==> src/rtl/rw_xact_pkg.sv <==
// Shared types and constants for the host-side read/write transaction sequencer.
package rw_xact_pkg;

    typedef enum logic [2:0] {
        NONE     = 3'd0,
        IN_TOK   = 3'd1,
        OUT_TOK  = 3'd2,
        OUT_DATA = 3'd3,
        IN_DATA  = 3'd4
    } msg_t;

    typedef enum logic [2:0] {
        IDLE,
        TOK_A,
        ADDR,
        TOK_D,
        DATA,
        RETRY
    } state_t;

    // Message sizes on the wire, in bits.
    localparam int unsigned DATA_SIZE   = 80;
    localparam int unsigned TOKEN_SIZE  = 27;
    localparam int unsigned HSHAKE_SIZE = 16;

endpackage

==> src/rtl/rw_xact_seq_reg.sv <==
// Parametrised load/clear register with asynchronous active-low reset.
module rw_xact_seq_reg #(
    parameter int unsigned W = 8
) (
    input  logic         clk,
    input  logic         rst_n,
    input  logic         ld,
    input  logic         clr,
    input  logic [W-1:0] d,
    output logic [W-1:0] q
);

    always_ff @(posedge clk or negedge rst_n) begin
        if (!rst_n) begin
            q <= '0;
        end else if (clr) begin
            q <= '0;
        end else if (ld) begin
            q <= d;
        end
    end

endmodule

==> src/rtl/rw_xact_seq.sv <==
// Turns one read/write request into the OUT token / page / IN-OUT token / data
// message sequence, retrying the whole transaction on timeout.
module rw_xact_seq
    import rw_xact_pkg::*;
#(
    parameter int unsigned DATA_W    = 64,
    parameter int unsigned ADDR_W    = 16,
    parameter int unsigned MAX_RETRY = 3,
    parameter int unsigned CNT_W     = $clog2(MAX_RETRY + 2)
) (
    input  logic              clk,
    input  logic              rst_L,
    input  logic [ADDR_W-1:0] mem_page,
    input  logic [DATA_W-1:0] wr_data,
    input  logic              start_read,
    input  logic              start_write,
    input  logic              abort,
    output logic [DATA_W-1:0] rd_data,
    output logic              done,
    output logic              success,
    output logic              busy,
    output logic [CNT_W-1:0]  attempts,
    input  logic              proto_free,
    input  logic              timeout,
    input  logic [DATA_W-1:0] proto_din,
    output logic [2:0]        msg_type,
    output logic [DATA_W-1:0] msg_dout
);

    localparam logic [CNT_W-1:0] MAX_CNT = CNT_W'(MAX_RETRY);
    localparam logic [CNT_W-1:0] ALL_CNT = CNT_W'(MAX_RETRY + 1);
    localparam logic [CNT_W-1:0] ONE_CNT = CNT_W'(1);

    state_t            r_state, w_state_nxt;
    logic [CNT_W-1:0]  r_cnt, w_cnt_nxt;
    logic [CNT_W-1:0]  r_attempts, w_attempts_nxt;
    logic              r_is_read, w_is_read_nxt;
    logic              w_latch;
    logic              w_rd_ld;
    logic              w_retry;
    msg_t              w_msg;
    logic [ADDR_W-1:0] r_page;
    logic [DATA_W-1:0] r_wdata;

    rw_xact_seq_reg #(.W(ADDR_W)) u_page_reg (
        .clk   (clk),
        .rst_n (rst_L),
        .ld    (w_latch),
        .clr   (1'b0),
        .d     (mem_page),
        .q     (r_page)
    );

    rw_xact_seq_reg #(.W(DATA_W)) u_wdata_reg (
        .clk   (clk),
        .rst_n (rst_L),
        .ld    (w_latch),
        .clr   (1'b0),
        .d     (wr_data),
        .q     (r_wdata)
    );

    rw_xact_seq_reg #(.W(DATA_W)) u_rdata_reg (
        .clk   (clk),
        .rst_n (rst_L),
        .ld    (w_rd_ld),
        .clr   (1'b0),
        .d     (proto_din),
        .q     (rd_data)
    );

    always_ff @(posedge clk or negedge rst_L) begin
        if (!rst_L) begin
            r_state    <= IDLE;
            r_cnt      <= '0;
            r_attempts <= '0;
            r_is_read  <= 1'b0;
        end else begin
            r_state    <= w_state_nxt;
            r_cnt      <= w_cnt_nxt;
            r_attempts <= w_attempts_nxt;
            r_is_read  <= w_is_read_nxt;
        end
    end

    always_comb begin
        w_state_nxt    = r_state;
        w_cnt_nxt      = r_cnt;
        w_attempts_nxt = r_attempts;
        w_is_read_nxt  = r_is_read;
        w_latch        = 1'b0;
        w_rd_ld        = 1'b0;
        w_retry        = 1'b0;
        w_msg          = NONE;
        msg_dout       = '0;
        done           = 1'b0;
        success        = 1'b0;
        busy           = (r_state != IDLE);

        // Abort outranks timeout and proto_free; nothing is issued that cycle.
        if (r_state != IDLE && abort) begin
            done           = 1'b1;
            w_attempts_nxt = r_cnt + ONE_CNT;
            w_state_nxt    = IDLE;
        end else begin
            unique case (r_state)
                IDLE: begin
                    if (proto_free && (start_read || start_write)) begin
                        w_latch       = 1'b1;
                        w_is_read_nxt = start_read;
                        w_cnt_nxt     = '0;
                        w_msg         = OUT_TOK;
                        w_state_nxt   = TOK_A;
                    end
                end
                TOK_A: begin
                    if (proto_free) begin
                        w_msg       = OUT_DATA;
                        msg_dout    = DATA_W'(r_page);
                        w_state_nxt = ADDR;
                    end
                end
                ADDR: begin
                    if (timeout) begin
                        w_retry = 1'b1;
                    end else if (proto_free) begin
                        w_msg       = r_is_read ? IN_TOK : OUT_TOK;
                        w_state_nxt = TOK_D;
                    end
                end
                TOK_D: begin
                    if (proto_free) begin
                        if (r_is_read) begin
                            w_msg = IN_DATA;
                        end else begin
                            w_msg    = OUT_DATA;
                            msg_dout = r_wdata;
                        end
                        w_state_nxt = DATA;
                    end
                end
                DATA: begin
                    if (timeout) begin
                        w_retry = 1'b1;
                    end else if (proto_free) begin
                        done           = 1'b1;
                        success        = 1'b1;
                        w_attempts_nxt = r_cnt + ONE_CNT;
                        w_rd_ld        = r_is_read;
                        w_state_nxt    = IDLE;
                    end
                end
                RETRY: begin
                    if (proto_free) begin
                        w_msg       = OUT_TOK;
                        w_state_nxt = TOK_A;
                    end
                end
                default: w_state_nxt = IDLE;
            endcase

            if (w_retry) begin
                if (r_cnt < MAX_CNT) begin
                    w_cnt_nxt   = r_cnt + ONE_CNT;
                    w_state_nxt = RETRY;
                end else begin
                    done           = 1'b1;
                    w_attempts_nxt = ALL_CNT;
                    w_state_nxt    = IDLE;
                end
            end
        end
    end

    assign msg_type = w_msg;
    assign attempts = r_attempts;

endmodule

==> config.mk <==
export PLATFORM = sky130hd
export DESIGN_NAME = rw_xact_seq
export DESIGN_NICKNAME = d
export VERILOG_FILES = /design/src/rtl/rw_xact_pkg.sv /design/src/rtl/rw_xact_seq_reg.sv /design/src/rtl/rw_xact_seq.sv
export SDC_FILE = /design/constraint.sdc
export NUM_CORES = 1
export LEC_CHECK = 0
export ABC_AREA = 0
export CAP_MARGIN = 20
export CORE_MARGIN = 4
export CORE_UTILIZATION = 40
export DETAILED_ROUTE_END_ITERATION = 12
export PLACE_DENSITY = 0.77
export SETUP_SLACK_MARGIN = 0.05
export SYNTH_ARGS = -nofsm -noshare
export SYNTH_HDL_FRONTEND = slang
export SYNTH_HIERARCHICAL = 1
export SYNTH_SLANG_ARGS = --single-unit
==> constraint.sdc <==
create_clock -name clk -period 1.95 [get_ports clk]
set_clock_uncertainty 0.1 [all_clocks]
set_input_delay 0.39 -clock clk [delete_from_list [all_inputs] [get_ports clk]]
set_output_delay 0.39 -clock clk [all_outputs]
set_load 0.005 [all_outputs]
# Word-level counts from Yosys, hierarchy flattened
# Cells that the tools add are included.
# word_totals
ff_bits	154
in_bits	151
output_inout_bits	137
wordCells	85
# classes
addsub	1
order_cmp	1
n_eq_ne	13
mux	54
bitwise	1
n_reduce_logical	8
# op_table
operator	n
64-bit two-way mux	3
64-bit one-hot mux with 2 select lines	1
3-bit two-way mux	24
4-bit inequality test (second input constant)	8
3-bit one-hot mux with 6 select lines	1
1-bit two-way mux	17
16-bit two-way mux	1
3-bit one-hot mux with 5 select lines	1
2-bit two-way mux	6
8-bit AND reduction	1
3-bit by 2-bit equality test with 1-bit output (second input constant)	2
3-bit equality test (second input constant)	2
3-bit by 1-bit adder with 3-bit output (second input constant)	1
3-bit by 1-bit equality test with 1-bit output (second input constant)	1
3-bit zero test	1
3-bit by 2-bit < comparator with 1-bit output (second input constant)	1
3-bit AND reduction	1
3-bit nonzero test	1
1-bit logical AND	2
2-bit OR reduction	1
1-bit logical OR	1
1-bit inverter	1

# Logic depth before layout (Yosys ltp)
# logic_depth
word_depth	7
ltp_mapped	8
depth_no_buf	5

# Hierarchy
# Netlist, hierarchy kept.
# by_module_without_submodules
module	instances	cells_per_inst	area_per_inst_um2	seq_area_each_um2
rw_xact_seq_reg (u_rdata_reg ...)	2	206	2611.3	1601.5
rw_xact_seq	1	189	1297.5	250.2
rw_xact_seq_reg (u_page_reg)	1	52	660.6	400.4

# Least setup slack after synthesis
# No wires, ideal clock.
# synth_timing
path_kind	reg-to-reg
from	register r_state[1]
to	register u_rdata_reg.q[10]
setup_time_ns	0.118
arrival_ns	1.823
t_required_ns	1.732
slack_ns	-0.092
stages_incl_launch_ff	9
n_path_buf	3
period_less_slack_ns	2.042
path_cell_list	dfrtp_1 > buf_2 > nor4b_1 > and3_1 > and2_1 > buf_6 > buf_8 > mux2i_1 > nor2_1
# synth_via
elab_chain_cells	3
word_cells_on_any_way	5
classes_between	1 x eq/ne; 2 x mux; 2 x reduce/logical
# synth_lines
item	line_no	rtl
start: declaration	rw_xact_seq.sv:34	state_t r_state, w_state_nxt;
start signal: assignment	rw_xact_seq.sv:79	r_state <= w_state_nxt;
3-bit equality test / 3-bit nonzero test (equally long branches)	rw_xact_seq.sv:106, rw_xact_seq.sv:101	
1-bit two-way mux / 1-bit logical AND (equally long branches)	rw_xact_seq.sv:106, rw_xact_seq.sv:101	
1-bit two-way mux *	rw_xact_seq.sv:101	if (r_state != IDLE && abort) begin
named net w_rd_ld	rw_xact_seq.sv:39	logic w_rd_ld;
end signal: assignment	rw_xact_seq_reg.sv:15	q <= '0;
end signal: assignment	rw_xact_seq_reg.sv:17	q <= '0;
end signal: assignment	rw_xact_seq_reg.sv:19	q <= d;
end: declaration	rw_xact_seq_reg.sv:10	output logic [W-1:0] q
# Mark *: on every way through the listed nets, which the timed path passes. The rest lies on a longest branch.
# A chain may end at the register's enable or synchronous reset.

# Worst setup path in the final report
# layout_timing
from	register r_state[0]
to	output port msg_dout[54]
# layout_via
elab_chain_cells	3
word_cells_on_any_way	6
classes_between	2 x eq/ne; 2 x mux; 2 x reduce/logical
# layout_lines
item	line_no	rtl
3-bit by 2-bit equality test with 1-bit output, or another cell as far along	rw_xact_seq.sv:106	unique case (r_state)
64-bit one-hot mux with 2 select lines / 1-bit logical AND (equally long branches)	rw_xact_seq.sv:106, rw_xact_seq.sv:101	
64-bit two-way mux *	rw_xact_seq.sv:101	
end: declaration	rw_xact_seq.sv:27	output logic [DATA_W-1:0] msg_dout
# Mark *: on every way between the ends. The rest lies on a longest branch, timed or not.

==> metrics.txt <==
number of flops mapped to enable cells by yosys 0; RSZ-0062 raised after global routing true; CP Max Fanout 6; clock power share 33.1%; worst setup margin -0.554 ns; Cells after Synth 653; complex-gate fraction of the synthesized area 4.04%; Reg2Reg Depth 10; area occupied by registers 0.00386 sq mm; total gr overflow 0; largest net degree at the start of global routing 65; Area Overhead vs Synth 76.6%; Synth cell types 46; pre-CTS worst setup slack -0.740 ns; initial core utilization 41.2%; total power after layout 0.0108 W; Fillers 1197; FP Rows 48; Hold Fails Final Rpt 0; ANT cells 0; Mapped Area 0.00718 sq mm; Seq/Total Area, Yosys 53.7%; GRT Overall Usage 24.8%; failing checks setup timing; clk slew on worst S/H paths 0.07 ns; Syn. warnings 6; #FFs+latches synth 154; Die W 142 um; CTS tree built; Synth Area in Adders 0.174%; CTS H-tree lvls 4; final net count 1178; Comb pwr share 32.3%; simple-gate share of the synthesized area 15.8%; Max VDD drop 0.587 mV; post-DP HPWL 15.3 mm; top_reg_cell synth dfrtp_1; core area 0.0174 sq mm; CTS root buf clkbuf_16; Synth area leader dfrtp_1; multiplexer area fraction after synthesis 20.4%; Max Clk Rate 399 MHz; Final setup viols 153; worst path required time 1.46 ns; Flop pwr share 34.6%; fin crit share 128%; clk buf depth 2; first-pass GRT wire length 38.7 mm; share of layout cells above drive strength 1 29.9%; area of the multi-input gates 0.00343 sq mm; r2r startpoint r_state[0]; I/O pins 288; count leader, synth nor2_1; largest family of logic cells by synthesized area multiplexers; vias per inst 5.21; Die ar. 0.0202 sq mm; clk_lat worst skew 0.42 ns; Synth area leaders dfrtp_1 54%, mux2i_1 20%, nor2_1 8.9%, and3_1 4.4%, buf_8 2.5%; DR vias 6590; drt total wl 27.0 mm; CTS sink cnt 154; Hold WC Path Type in -> async; fraction of synthesized cell area in xor and xnor cells 0.244%; cts bufs inserted 17; Pleak 5.62 nW; Net Sw Frac 29.5%; asr flop ratio synth 100%; area share of the largest cell type after synthesis 53.7%; CP Capture Type output pin; buffers added on ports 287; Min Hold Slack 0.358 ns; height of the die 142 um; cell area power density 849 mW/mm^2; max-slew violations 0; syn_area_per_cell 11.0 sq um; vias in the first global route 6680; top cells by count, synth 170 x nor2_1, 154 x dfrtp_1, 145 x mux2i_1; Final Critical Period 2.50 ns; critical path launch point type register; antenna-violating nets left 0; GP Congestion 0.815; drt initial violations 302; drt wl/cell 21.4 um; DRT Pass-1 Iters 5; Design Area, Final 0.0127 sq mm; Power Internal 0.00760 W; kind of critical path reg -> out; initial antenna violation count 0; DRC violations left 0; crit path from r_state[0]; Switch Pwr 0.00317 W; crit path DAT 2.01 ns; placed cell area 0.0105 sq mm; maxcap violations 0; run status finished with violations
==> flip-flops by register name, indices dropped and copies added (netlist names) <==
register       flops
attempts           3
r_cnt              3
r_is_read          1
r_state            3
u_page_reg/q      16
u_rdata_reg/q     64
u_wdata_reg/q     64
==> area by class of cell <==
class                   instances  share of cell area (%)
well taps                     225                    2.22
clock inverters                12                    1.50
multi-input cells             445                    27.0
repair buffers                402                    35.0
inverters                       5                   0.247
flip-flops and latches        154                    30.4
repair inverters                1                   0.128
clock buffers                  20                    3.44
==> routing by layer <==
metal / GRT usage [%] / up-vias / part of all wire [%]
met5: 0 / - / 0
met4: 7.02 / 0 / 2.3
met3: 7.46 / 44 / 7.0
met2: 42.7 / 284 / 52
met1: 30.2 / 3270 / 39
li1: - / 2992 / -
==> final timing paths <==
path | to | slack [ns]
max | msg_dout[54] | -0.55
min | u_wdata_reg/q[51] | 0.36
max reg2reg | u_rdata_reg/q[7] | -0.48
min reg2reg | u_wdata_reg/q[48] | 0.42
max in group asynchronous | u_wdata_reg/q[3] | 0.80
min in group clk | u_wdata_reg/q[48] | 0.42
==> metrics by stage <==
| step | util, % | TNS, ns | std cells |
|---|---|---|---|
| 6_report | 72.8 | -56.24 | 1264 |
| 5_1_grt | 72.8 | -70.28 | 1264 |
| 4_1_cts | 69.6 | -61.86 | 1248 |
| 3_5_place_dp | 60.0 | -94.72 | 1154 |
| 3_3_place_gp | 60.0 | -93.68 | 1154 |
| 2_1_floorplan | - | 0 | 655 |
==> worst max-delay path, cell delays in order (launching register included) <==
cell and delay (ns):
dfrtp_2 0.43, buf_4 0.15, nor3_4 0.21, inv_2 0.10
nand2_8 0.10, buf_12 0.11, buf_12 0.11, buf_16 0.11
and3_4 0.18, buf_6 0.09
==> power groups by stage <==
stage                     logic, W  registers, W  clock network, W
after global routing       0.00369       0.00375           0.00374
after global placement     0.00215       0.00374                 0
after detailed placement   0.00219       0.00373                 0
after CTS                  0.00285       0.00370           0.00361
after floorplan            0.00127       0.00368                 0
final                      0.00348       0.00372           0.00356
==> cells in the final DEF (no fill, tap or decap), types with 3 or more instances in the layout <==
cell type        synthesis  routed
nor2_4                   1       3
clkbuf_16                0      24
nor2_1                 170     165
bufinv_16                0       4
nand2_1                  9       6
mux2i_1                145     124
and3_4                   0      29
nor2_2                   0       3
dfrtp_1                154     152
clkbuf_1                 8       3
buf_6                    3      57
conb_1                   1       3
mux2i_4                  0       6
a21oi_2                  0       3
clkinv_4                 0       3
clkdlybuf4s50_1          0     213
buf_8                   12       8
a21oi_1                  8       4
inv_1                    4       3
nand3_1                  5       3
mux2i_2                  0      15
a22oi_2                  0      14
buf_4                    1      34
buf_16                   0      13
and3_1                  50      21
buf_2                    7      39
o21ai_0                  9       5
buf_12                   1      26
==> repair_timing <==
item,CTS,global route
pin swaps,38,33
endpoints found under the setup margin,134,220
hold buffers,1,0
cloned,20,9
hold endpoints to repair,36,0
gates resized for setup,379,115
setup buffers,42,20
==> cell families after synthesis <==
kind of cell	Yosys count
and+or+nand+nor	249
AOI/OAI and AO/OA	43
xor gates and xnor gates	2
buffers and inverters	57
DFF	154
adders and majority gates	1
muxes	146
other	1
Power figures use the tool's default switching activity.
